==> src/rtl/bus_pkg.sv <==
// Shared types and defaults for the peripheral bus interconnect.
// Holds the FSM state encoding and the default eight-slot address map.
package bus_pkg;

    typedef enum logic [1:0] {
        IDLE   = 2'd0,
        ACCESS = 2'd1,
        RESP   = 2'd2
    } state_t;

    localparam int DEF_N_SLAVES = 8;
    localparam int DEF_DATA_W   = 32;
    localparam int DEF_ADDR_W   = 32;
    localparam int DEF_TIMEOUT  = 255;

    localparam int SLOT_RAM    = 0;
    localparam int SLOT_SW     = 1;
    localparam int SLOT_UART_A = 2;
    localparam int SLOT_UART_B = 3;
    localparam int SLOT_UART_C = 4;
    localparam int SLOT_LED    = 5;
    localparam int SLOT_SEG    = 6;
    localparam int SLOT_RSVD   = 7;

    // Slot 7 is reserved: a zero mask against a non-zero base never hits.
    localparam logic [DEF_N_SLAVES-1:0][DEF_ADDR_W-1:0] DEF_SLV_BASE = {
        32'hFFFF_FFFF,
        32'h1000_0500,
        32'h1000_0400,
        32'h1000_0300,
        32'h1000_0200,
        32'h1000_0100,
        32'h1000_0000,
        32'h0000_0000
    };

    localparam logic [DEF_N_SLAVES-1:0][DEF_ADDR_W-1:0] DEF_SLV_MASK = {
        32'h0000_0000,
        32'hFFFF_FF00,
        32'hFFFF_FF00,
        32'hFFFF_FF00,
        32'hFFFF_FF00,
        32'hFFFF_FF00,
        32'hFFFF_FF00,
        32'hFFFF_0000
    };

endpackage

==> src/rtl/bus_if.sv <==
// Master-side request/response and slave-side fan-out bundle.
// The interconnect takes the slave modport; the environment the master one.
interface bus_if
    import bus_pkg::*;
#(
    parameter int N_SLAVES = DEF_N_SLAVES,
    parameter int DATA_W   = DEF_DATA_W,
    parameter int ADDR_W   = DEF_ADDR_W
);

    logic                         req_i;
    logic                         we_i;
    logic [ADDR_W-1:0]            addr_i;
    logic [DATA_W-1:0]            wdata_i;
    logic [DATA_W-1:0]            rdata_o;
    logic                         ready_o;
    logic                         err_o;
    logic [N_SLAVES-1:0]          sel_o;
    logic                         we_o;
    logic [ADDR_W-1:0]            addr_o;
    logic [DATA_W-1:0]            wdata_o;
    logic [N_SLAVES*DATA_W-1:0]   rdata_i;
    logic [N_SLAVES-1:0]          ready_i;
    logic [ADDR_W-1:0]            err_addr_o;
    logic [15:0]                  err_cnt_o;

    modport slave (
        input  req_i, we_i, addr_i, wdata_i, rdata_i, ready_i,
        output rdata_o, ready_o, err_o, sel_o, we_o, addr_o,
        output wdata_o, err_addr_o, err_cnt_o
    );

    modport master (
        output req_i, we_i, addr_i, wdata_i, rdata_i, ready_i,
        input  rdata_o, ready_o, err_o, sel_o, we_o, addr_o,
        input  wdata_o, err_addr_o, err_cnt_o
    );

endinterface

==> src/rtl/bus_decoder.sv <==
// Combinational address match against the slot map.
// Overlapping slots resolve to the lowest index.
module bus_decoder
    import bus_pkg::*;
#(
    parameter int N_SLAVES = DEF_N_SLAVES,
    parameter int ADDR_W   = DEF_ADDR_W,
    parameter logic [N_SLAVES-1:0][ADDR_W-1:0] SLV_BASE = DEF_SLV_BASE,
    parameter logic [N_SLAVES-1:0][ADDR_W-1:0] SLV_MASK = DEF_SLV_MASK
) (
    input  logic [ADDR_W-1:0]   addr,
    output logic [N_SLAVES-1:0] hit,
    output logic                hit_valid
);

    logic [N_SLAVES-1:0] match;

    // Raw per-slot match, possibly several bits set.
    always_comb begin
        match = '0;
        for (int k = 0; k < N_SLAVES; k++) begin
            match[k] = ((addr & SLV_MASK[k]) == SLV_BASE[k]);
        end
    end

    // Isolate the lowest set bit.
    assign hit       = match & (~match + N_SLAVES'(1));
    assign hit_valid = |match;

endmodule

==> src/rtl/bus_interconnect.sv <==
// Single-master to N-slave interconnect with per-access timeout.
// Errors (unmapped or timed out) are logged in err_addr_o/err_cnt_o.
module bus_interconnect
    import bus_pkg::*;
#(
    parameter int N_SLAVES = DEF_N_SLAVES,
    parameter int DATA_W   = DEF_DATA_W,
    parameter int ADDR_W   = DEF_ADDR_W,
    parameter int TIMEOUT  = DEF_TIMEOUT,
    parameter logic [N_SLAVES-1:0][ADDR_W-1:0] SLV_BASE = DEF_SLV_BASE,
    parameter logic [N_SLAVES-1:0][ADDR_W-1:0] SLV_MASK = DEF_SLV_MASK
) (
    input logic  clk_i,
    input logic  rst_i,
    bus_if.slave bus
);

    localparam int CNT_W = $clog2(TIMEOUT + 1);

    state_t              state;
    state_t              state_nxt;

    logic [N_SLAVES-1:0] hit;
    logic                hit_valid;

    logic [N_SLAVES-1:0] sel;
    logic                we;
    logic [ADDR_W-1:0]   addr;
    logic [DATA_W-1:0]   wdata;
    logic [DATA_W-1:0]   rdata;
    logic                err;
    logic [CNT_W-1:0]    wait_cnt;
    logic [ADDR_W-1:0]   err_addr;
    logic [15:0]         err_cnt;

    logic                slv_ready;
    logic [DATA_W-1:0]   slv_rdata;

    logic                start;
    logic                miss;
    logic                done;
    logic                expire;
    logic                fault;

    bus_decoder #(
        .N_SLAVES (N_SLAVES),
        .ADDR_W   (ADDR_W),
        .SLV_BASE (SLV_BASE),
        .SLV_MASK (SLV_MASK)
    ) u_decoder (
        .addr      (bus.addr_i),
        .hit       (hit),
        .hit_valid (hit_valid)
    );

    // Only the selected slot's ready and read data are observed.
    always_comb begin
        slv_rdata = '0;
        for (int k = 0; k < N_SLAVES; k++) begin
            if (sel[k]) begin
                slv_rdata = slv_rdata | bus.rdata_i[k*DATA_W +: DATA_W];
            end
        end
    end

    assign slv_ready = |(bus.ready_i & sel);

    // State register.
    always_ff @(posedge clk_i) begin
        if (rst_i) begin
            state <= IDLE;
        end else begin
            state <= state_nxt;
        end
    end

    // Next-state and per-cycle transaction events.
    always_comb begin
        state_nxt = state;
        start     = 1'b0;
        miss      = 1'b0;
        done      = 1'b0;
        expire    = 1'b0;
        unique case (state)
            IDLE: begin
                if (bus.req_i) begin
                    if (hit_valid) begin
                        start     = 1'b1;
                        state_nxt = ACCESS;
                    end else begin
                        miss      = 1'b1;
                        state_nxt = RESP;
                    end
                end
            end
            ACCESS: begin
                if (slv_ready) begin
                    done      = 1'b1;
                    state_nxt = RESP;
                end else if (wait_cnt == CNT_W'(TIMEOUT - 1)) begin
                    expire    = 1'b1;
                    state_nxt = RESP;
                end
            end
            RESP: begin
                state_nxt = IDLE;
            end
            default: begin
                state_nxt = IDLE;
            end
        endcase
    end

    assign fault = miss | expire;

    // Latched request, response capture and error log.
    always_ff @(posedge clk_i) begin
        if (rst_i) begin
            sel      <= '0;
            we       <= 1'b0;
            addr     <= '0;
            wdata    <= '0;
            rdata    <= '0;
            err      <= 1'b0;
            wait_cnt <= '0;
            err_addr <= '0;
            err_cnt  <= '0;
        end else begin
            if (start) begin
                sel      <= hit;
                we       <= bus.we_i;
                addr     <= bus.addr_i;
                wdata    <= bus.wdata_i;
                rdata    <= '0;
                err      <= 1'b0;
                wait_cnt <= '0;
            end
            if (state == ACCESS) begin
                wait_cnt <= wait_cnt + CNT_W'(1);
            end
            if (done) begin
                sel   <= '0;
                we    <= 1'b0;
                rdata <= we ? '0 : slv_rdata;
                err   <= 1'b0;
            end
            if (expire) begin
                sel      <= '0;
                we       <= 1'b0;
                rdata    <= '0;
                err      <= 1'b1;
                err_addr <= addr;
            end
            if (miss) begin
                rdata    <= '0;
                err      <= 1'b1;
                err_addr <= bus.addr_i;
            end
            if (fault && err_cnt != 16'hFFFF) begin
                err_cnt <= err_cnt + 16'd1;
            end
        end
    end

    assign bus.ready_o    = (state == RESP);
    assign bus.err_o      = bus.ready_o & err;
    assign bus.rdata_o    = (bus.ready_o && !err) ? rdata : '0;
    assign bus.sel_o      = sel;
    assign bus.we_o       = we;
    assign bus.addr_o     = addr;
    assign bus.wdata_o    = wdata;
    assign bus.err_addr_o = err_addr;
    assign bus.err_cnt_o  = err_cnt;

endmodule

==> src/flat_wrapper.sv <==
// flat-port wrapper written by rule: the top's interface ports become plain ports
module bus_interconnect_flat import bus_pkg::*;
#(
    parameter int N_SLAVES = DEF_N_SLAVES,
    parameter int DATA_W   = DEF_DATA_W,
    parameter int ADDR_W   = DEF_ADDR_W,
    parameter int TIMEOUT  = DEF_TIMEOUT,
    parameter logic [N_SLAVES-1:0][ADDR_W-1:0] SLV_BASE = DEF_SLV_BASE,
    parameter logic [N_SLAVES-1:0][ADDR_W-1:0] SLV_MASK = DEF_SLV_MASK
)
  (clk_i, rst_i, bus_req_i, bus_we_i, bus_addr_i, bus_wdata_i, bus_rdata_i, bus_ready_i, bus_rdata_o, bus_ready_o, bus_err_o, bus_sel_o, bus_we_o, bus_addr_o, bus_wdata_o, bus_err_addr_o, bus_err_cnt_o);
  bus_if #(.N_SLAVES(N_SLAVES), .DATA_W(DATA_W), .ADDR_W(ADDR_W)) bus_i ();
  input logic clk_i;
  input logic rst_i;
  input wire logic [$bits(bus_i.req_i)-1:0] bus_req_i;
  input wire logic [$bits(bus_i.we_i)-1:0] bus_we_i;
  input wire logic [$bits(bus_i.addr_i)-1:0] bus_addr_i;
  input wire logic [$bits(bus_i.wdata_i)-1:0] bus_wdata_i;
  input wire logic [$bits(bus_i.rdata_i)-1:0] bus_rdata_i;
  input wire logic [$bits(bus_i.ready_i)-1:0] bus_ready_i;
  output wire logic [$bits(bus_i.rdata_o)-1:0] bus_rdata_o;
  output wire logic [$bits(bus_i.ready_o)-1:0] bus_ready_o;
  output wire logic [$bits(bus_i.err_o)-1:0] bus_err_o;
  output wire logic [$bits(bus_i.sel_o)-1:0] bus_sel_o;
  output wire logic [$bits(bus_i.we_o)-1:0] bus_we_o;
  output wire logic [$bits(bus_i.addr_o)-1:0] bus_addr_o;
  output wire logic [$bits(bus_i.wdata_o)-1:0] bus_wdata_o;
  output wire logic [$bits(bus_i.err_addr_o)-1:0] bus_err_addr_o;
  output wire logic [$bits(bus_i.err_cnt_o)-1:0] bus_err_cnt_o;
  assign bus_i.req_i = bus_req_i;
  assign bus_i.we_i = bus_we_i;
  assign bus_i.addr_i = bus_addr_i;
  assign bus_i.wdata_i = bus_wdata_i;
  assign bus_i.rdata_i = bus_rdata_i;
  assign bus_i.ready_i = bus_ready_i;
  assign bus_rdata_o = bus_i.rdata_o;
  assign bus_ready_o = bus_i.ready_o;
  assign bus_err_o = bus_i.err_o;
  assign bus_sel_o = bus_i.sel_o;
  assign bus_we_o = bus_i.we_o;
  assign bus_addr_o = bus_i.addr_o;
  assign bus_wdata_o = bus_i.wdata_o;
  assign bus_err_addr_o = bus_i.err_addr_o;
  assign bus_err_cnt_o = bus_i.err_cnt_o;
  bus_interconnect #(.N_SLAVES(N_SLAVES), .DATA_W(DATA_W), .ADDR_W(ADDR_W), .TIMEOUT(TIMEOUT), .SLV_BASE(SLV_BASE), .SLV_MASK(SLV_MASK)) u_core (.clk_i(clk_i), .rst_i(rst_i), .bus(bus_i));
endmodule
==> config.mk <==
export PLATFORM = sky130hd
export DESIGN_NAME = bus_interconnect_flat
export DESIGN_NICKNAME = d
export VERILOG_FILES = /design/src/rtl/bus_pkg.sv /design/src/rtl/bus_if.sv /design/src/rtl/bus_decoder.sv /design/src/rtl/bus_interconnect.sv /design/src/flat_wrapper.sv
export SDC_FILE = /design/constraint.sdc
export NUM_CORES = 1
export LEC_CHECK = 0
export ABC_AREA = 1
export CORE_ASPECT_RATIO = 1.75
export CORE_MARGIN = 8
export CORE_UTILIZATION = 25
export DETAILED_ROUTE_END_ITERATION = 8
export GPL_TIMING_DRIVEN = 0
export HOLD_SLACK_MARGIN = 0.03
export PLACE_DENSITY = 0.7
export SETUP_SLACK_MARGIN = 0.5
export SLEW_MARGIN = 10
export SYNTH_ARGS = -nofsm -noshare
export SYNTH_HDL_FRONTEND = slang
export SYNTH_SLANG_ARGS = --single-unit
export TNS_END_PERCENT = 20
==> constraint.sdc <==
create_clock -name clk_i -period 1.59 [get_ports clk_i]
set_input_delay 0.159 -clock clk_i [delete_from_list [all_inputs] [get_ports clk_i]]
set_output_delay 0.159 -clock clk_i [all_outputs]
set_load 0.01 [all_outputs]
# Word level (Yosys, flattened, before mapping)
# Index checks and enable logic that the tools add are counted.
word_totals:
  regBits: 164
  input_bits: 332
  output_inout_bits: 155
  word_cells: 87
classes:
  n_addsub: 3
  eq_ne: 12
  n_mux: 36
  n_bitwise: 12
  reduce_logical: 14
op_table:
  columns: ["op", "n"]
  rows:
  - ["$mux W32", 14]
  - ["$or A32 B32 Y32", 7]
  - ["$eq A24 B21 Y1 const B", 6]
  - ["$logic_not A32 Y1", 1]
  - ["$add A16 B1 Y16 const B", 1]
  - ["$add A8 B1 Y8 const B", 2]
  - ["$mux W8", 2]
  - ["$ne A16 B16 Y1 const B", 1]
  - ["$mux W1", 15]
  - ["$and A7 B8 Y8", 1]
  - ["$and A8 B8 Y8", 1]
  - ["$eq A8 B8 Y1 const B", 1]
  - ["$mux W2", 4]
  - ["$not A7 Y8", 1]
  - ["$reduce_or A8 Y1", 1]
  - ["$reduce_or A7 Y1", 1]
  - ["$reduce_bool A2 Y1", 3]
  - ["$reduce_or A3 Y1", 2]
  - ["$pmux W2 S2", 1]
  - ["$reduce_bool A4 Y1", 1]
  - ["$ne A3 B1 Y1 const B", 1]
  - ["$eq A2 B1 Y1 const B", 1]
  - ["$eq A2 B2 Y1 const B", 1]
  - ["$logic_and A1 B1 Y1", 2]
  - ["other kinds (6)", 6]

# Longest topological paths before layout
depth:
  ltp_word: 17
  depth_mapped: 14
  mapped_depth_nobuf: 13

# Hierarchy
# From an unflattened synthesis, not the netlist that was laid out.
hier_totals:
  hier_cells: 1438
  area_unflattened_um2: 8964.8
by_module_without_submodules:
  columns: ["mod", "instances", "cells_per_inst", "area_each_um2", "seq_area_each_um2"]
  rows:
  - ["bus_interconnect", 1, 1369, 8617.0, 3283.1]
  - ["bus_decoder", 1, 69, 347.8, 0.0]

# Worst setup path before layout
# OpenSTA, ideal clock, no wires.
synth_path:
  path_kind: "reg-to-reg"
  from: "register u_core.err_cnt[0] (netlist: u_core.bus.err_cnt_o[0])"
  to: "register u_core.err_cnt[13] (netlist: u_core.bus.err_cnt_o[13])"
  setup_ns: 0.115
  arrival_ns: 1.640
  required_time_ns: 1.475
  setup_slack_ns: -0.165
  path_stages_with_launch: 13
  path_buffers: 0
  period_less_slack_ns: 1.755
  path_cell_list: "dfxtp_1 > ha_1 > nand2_1 > nor2_1 > nand2_1 > nor2_1 > nand3_1 > inv_1 > nor2_1 > nand2_1 > nor2_1 > a21oi_1 > nor2_1"
synth_via:
  elab_chain_len: 2
  word_cells_on_any_way: 3
  classes_between: "add/sub: 1; eq/ne: 1; reduce/logical: 1"
synth_rtl:
  columns: ["item", "line_no", "rtl"]
  rows:
  - ["from (decl)", "bus_interconnect.sv:34", "logic [15:0] err_cnt;"]
  - ["from (signal assigned)", "bus_interconnect.sv:160", "err_cnt <= err_cnt + 16'd1;"]
  - ["branches (longest 2 deep; another with $add A16 B1 Y16)", null, null]
# Parallel ways; which one is timed is not known.
# A chain may end at the register's enable or synchronous reset.

# Worst setup path in the final report
layout_path:
  from: "register u_core.sel[6] (netlist: u_core.bus.sel_o[6])"
  to: "register u_core.err_addr[18] (netlist: u_core.bus.err_addr_o[18])"
layout_via:
  elab_chain_len: 5
layout_rtl:
  columns: ["item", "line_no", "rtl"]
  rows:
  - ["from (decl)", "bus_interconnect.sv:26", "logic [N_SLAVES-1:0] sel;"]
  - ["from (signal assigned)", "bus_interconnect.sv:130", "sel <= hit;"]
  - ["$and A8 B8 Y8", "bus_interconnect.sv:66", "assign slv_ready = |(bus.ready_i & sel);"]
  - ["$reduce_or A8 Y1", "bus_interconnect.sv:66", null]
  - ["$mux W1", "bus_interconnect.sv:97", "if (slv_ready) begin"]
  - ["$mux W1", "bus_interconnect.sv:84", "unique case (state)"]
  - ["$reduce_bool A2 Y1 (no line)", null, null]
  - ["to (signal assigned)", "bus_interconnect.sv:152", "err_addr <= addr;"]
  - ["to (signal assigned)", "bus_interconnect.sv:157", "err_addr <= bus.addr_i;"]
  - ["to (decl)", "bus_interconnect.sv:33", "logic [ADDR_W-1:0] err_addr;"]
# No other way between the ends.

==> results.yml <==
sta:
  final_max_slew_viol_count: 0
  fmaxAchievable_ghz: 0.555
  post-route-period-util_pct: 113
  worstMarginPinSlew_ns: 0.752
  setup_tns_ns: -15.11
  period_needed_ns: 1.80
  rsz0062_at_grt: "true"
  hold_viol: 0
  slew_headroom_pct: 49.8
  skew_ns: 0.0138
  setup_viol: 141
  worst_slack_ns: -0.213
clock_tree:
  cts_tree: "yes"
  cts_sinks: 163
  cts_made_buffers: 17
  htree_levels: 4
  clock_path_buffers: 2
  clk_pin_slew_ns: 0.08
  clock_latency_ns: 0.45
  cts_root_buf: "clkbuf_16"
worst_setup_path:
  r2r_start: "u_core.bus.sel_o[6]"
  r2r_end: "u_core.bus.err_addr_o[18]"
  path_class: "flip-flop to flip-flop"
  cp.required_ns: 1.97
  crit_path_end_kind: "flip-flop"
  worst_setup_path_start_kind: "flip-flop"
  slowest_stage: "dfxtp_2"
  max_stage_delay_ns: 0.33
  worst-r2r-cell-count: 11
  critPathMaxFanout: 7
  cp_data_arrival_time_ns: 2.19
  r2r_setup_slack_ns: -0.21
  path_cells: "buf_8 -> a22o_1 -> nor2_4 -> nand2_4 -> nor2_4 -> buf_12 -> clkbuf_16 -> nand3_1 -> nand3_1 -> nand2_1 -> nor2_1"
final_layout:
  nNetsFinal: 2225
  final_layout_size_suffix_gt1_share_pct: 27.3
  finalNonFillerCells: 2369
  finish.utilization_pct: 46.8
  multiInputGateArea_um2: 5500
  fillers: 3522
  seq_area_um2: 3320
  syn2layout_area_growth_pct: 86.7
global_routing:
  antenna_found_initial: 2
  grt_pass1_wl_mm: 78.6
  grt_busiest_layer: "met2"
  use_met2_pct: 48.8
  grt_use_met3_pct: 8.25
  grt_pass1_vias: 11912
  overflow: 0
  grt_usage_pct: 25.9
  grt_max_degree: 17
  grt.met1_usage_pct: 22.6
synth:
  synth_nets: 1685
  synth_top_area_cell: "dfxtp_1"
  synth_warnings: 0
  netlist_top_cells_area: "dfxtp_1 37%, nand2_1 13%, nor2_1 9.8%"
  synth_cell_types: 39
  synth_area_per_cell_um2: 6.50
  ys_async_sr_fraction_pct: 0
  syn_area_um2: 8770
  synth_seq_cells: 163
  synth_cells: 1350
  synth-edff-count: 0
  synth.most_common_cell: "nand2_1"
  ys_seq_area_share_pct: 37.2
  synth_flop_cell: "dfxtp_1"
  yosysTopAreaCellShare_pct: 37.2
  synthTopCellsByCount: "299 x nand2_1, 230 x nor2_1, 163 x dfxtp_1"
floorplan:
  num_io_pins: 487
  rows: 91
  initial_core_util_pct: 25.1
  die_h_um: 264
  die-area_um2: 41600
  die_w_um: 158
  core_area_um2: 35000
route:
  ant_nets: 0
  viasPerCell: 5.00
  wire_per_inst_um: 23.9
  drt-total-wl_mm: 56.6
  drt_iter0_markers: 655
  route.detailed.drc: 0
  via_count: 11851
  first_pass_iters: 5
hold_path:
  hp-class: "primary input to flip-flop"
  hold_start: "bus_addr_i[28]"
  worst_hold_path.endpoint: "u_core.bus.err_addr_o[28]"
  holdPathStages: 3
power_and_ir_drop:
  ir_worst_vdd_v: 0.000618
  p_per_area_nw_per_um2: 615
  totalPowerFinal_w: 0.0101
  leakagePower_nw: 7.06
outcome:
  status: "finished, violations left"
  violations: "negative setup slack"
placement:
  place_ws_ns: -1.10
  dp_hpwl_mm: 44.5
  port_buffers: 452
  finalWeightedCongestion: 0.986
  dp.cells: 2267
job:
  drv_cap: 0
layout make-up:
type	count	share of cell area, %
sequential	163	20.3
inverter	104	2.52
buffer	93	5.42
clock inverter	14	0.864
timing repair buffer	520	31.1
multi-input combinational	991	33.6
clock buffer	18	2.68
antenna	1	0.0153
tap	465	3.55
state kept, by name, summed over array words and instances, names as in the netlist:
signal and cells:
u_core.bus.addr_o 32, u_core.state 2, u_core.bus.wdata_o 32, u_core.bus.we_o 1, u_core.rdata 32, u_core.bus.err_addr_o 32, u_core.bus.sel_o 7, u_core.wait_cnt 8
u_core.err 1, u_core.bus.err_cnt_o 16
layout by cell type (no fill, tap or decap), types with 8 or more instances in the layout:
master | synthesis | routed
dlymetal6s2s_1 | 0 | 15
o21ai_2 | 0 | 13
buf_6 | 7 | 67
buf_12 | 0 | 12
nand3_1 | 138 | 108
o21ai_1 | 27 | 41
dfxtp_4 | 0 | 9
dfxtp_2 | 0 | 18
nand2_2 | 9 | 19
nor2_2 | 8 | 12
nand4_1 | 52 | 52
dlygate4sd2_1 | 0 | 24
o21ai_4 | 0 | 8
a21oi_2 | 0 | 11
buf_8 | 2 | 15
inv_1 | 97 | 92
buf_4 | 3 | 70
nor2_4 | 5 | 44
dfxtp_1 | 163 | 136
clkbuf_4 | 0 | 8
nand2_1 | 299 | 281
nand2_4 | 2 | 8
nand3_2 | 2 | 28
clkbuf_16 | 0 | 29
buf_2 | 31 | 41
o21ai_0 | 95 | 60
clkdlybuf4s50_1 | 0 | 274
clkbuf_2 | 1 | 47
clkbuf_1 | 42 | 11
nor2_1 | 230 | 188
a22o_1 | 29 | 29
a21oi_1 | 62 | 51
cell families after synthesis:
logic type / share of synthesized area, %
buf+inv: 9.87
compound gates: 14.5
flops: 37.2
simple gates: 37.9
other cells: 0.0428
fa+ha+maj: 0.428
timing repair:
item | in CTS | in global routing
gates resized for setup | 557 | 376
cloned | 9 | 7
pin swaps | 74 | 63
setup endpoints to repair | 317 | 317
buffers inserted | 47 | 6
hold buffers | 0 | 0
endpoints found under the hold margin | 0 | 0
critical path: cells and delay by family, from the launching register on:
kind,cells,cell delay [ns]
simple gates,7,0.71
buf+inv,3,0.46
flops,1,0.33
compound gates,1,0.23
how the worst max path moves through the flow:
stage | endpoint | start | slack (ns)
finish | u_core.bus.err_addr_o[18] | u_core.bus.sel_o[6] | -0.21
floorplan | u_core.bus.err_addr_o[12] | u_core.bus.sel_o[6] | -0.02
detailed placement | u_core.bus.err_cnt_o[1] | rst_i | -1.10
global placement | u_core.bus.err_addr_o[29] | rst_i | -1.12
CTS | bus_rdata_o[2] | u_core.state[1] | -0.18
global route | u_core.bus.err_addr_o[0] | u_core.bus.sel_o[6] | -0.28
stage by stage:
| stage | hold slack, ns | cell area, um2 |
|---|---|---|
| 2_1_floorplan | 0.221 | 8930 |
| 3_3_place_gp | 0.445 | 14000 |
| 3_5_place_dp | 0.449 | 14000 |
| 4_1_cts | 0.0854 | 16100 |
| 5_1_grt | 0.117 | 16400 |
| 6_report | 0.130 | 16400 |
routing by layer:
layer	vias to the layer above	share of wire [%]
met3	152	8.9
met4	2	7.3
met1	5542	32
li1	5534	-
met2	621	52
met5	-	0.023
power by group:
part | leakage [nW] | switching (W) | internal (W)
clock | 0.284 | 0.00194 | 0.00225
combinational | 5.44 | 0.000689 | 0.000985
sequential | 1.34 | 0.0000587 | 0.00415
Note: power is estimated with default switching activity, not from simulation.
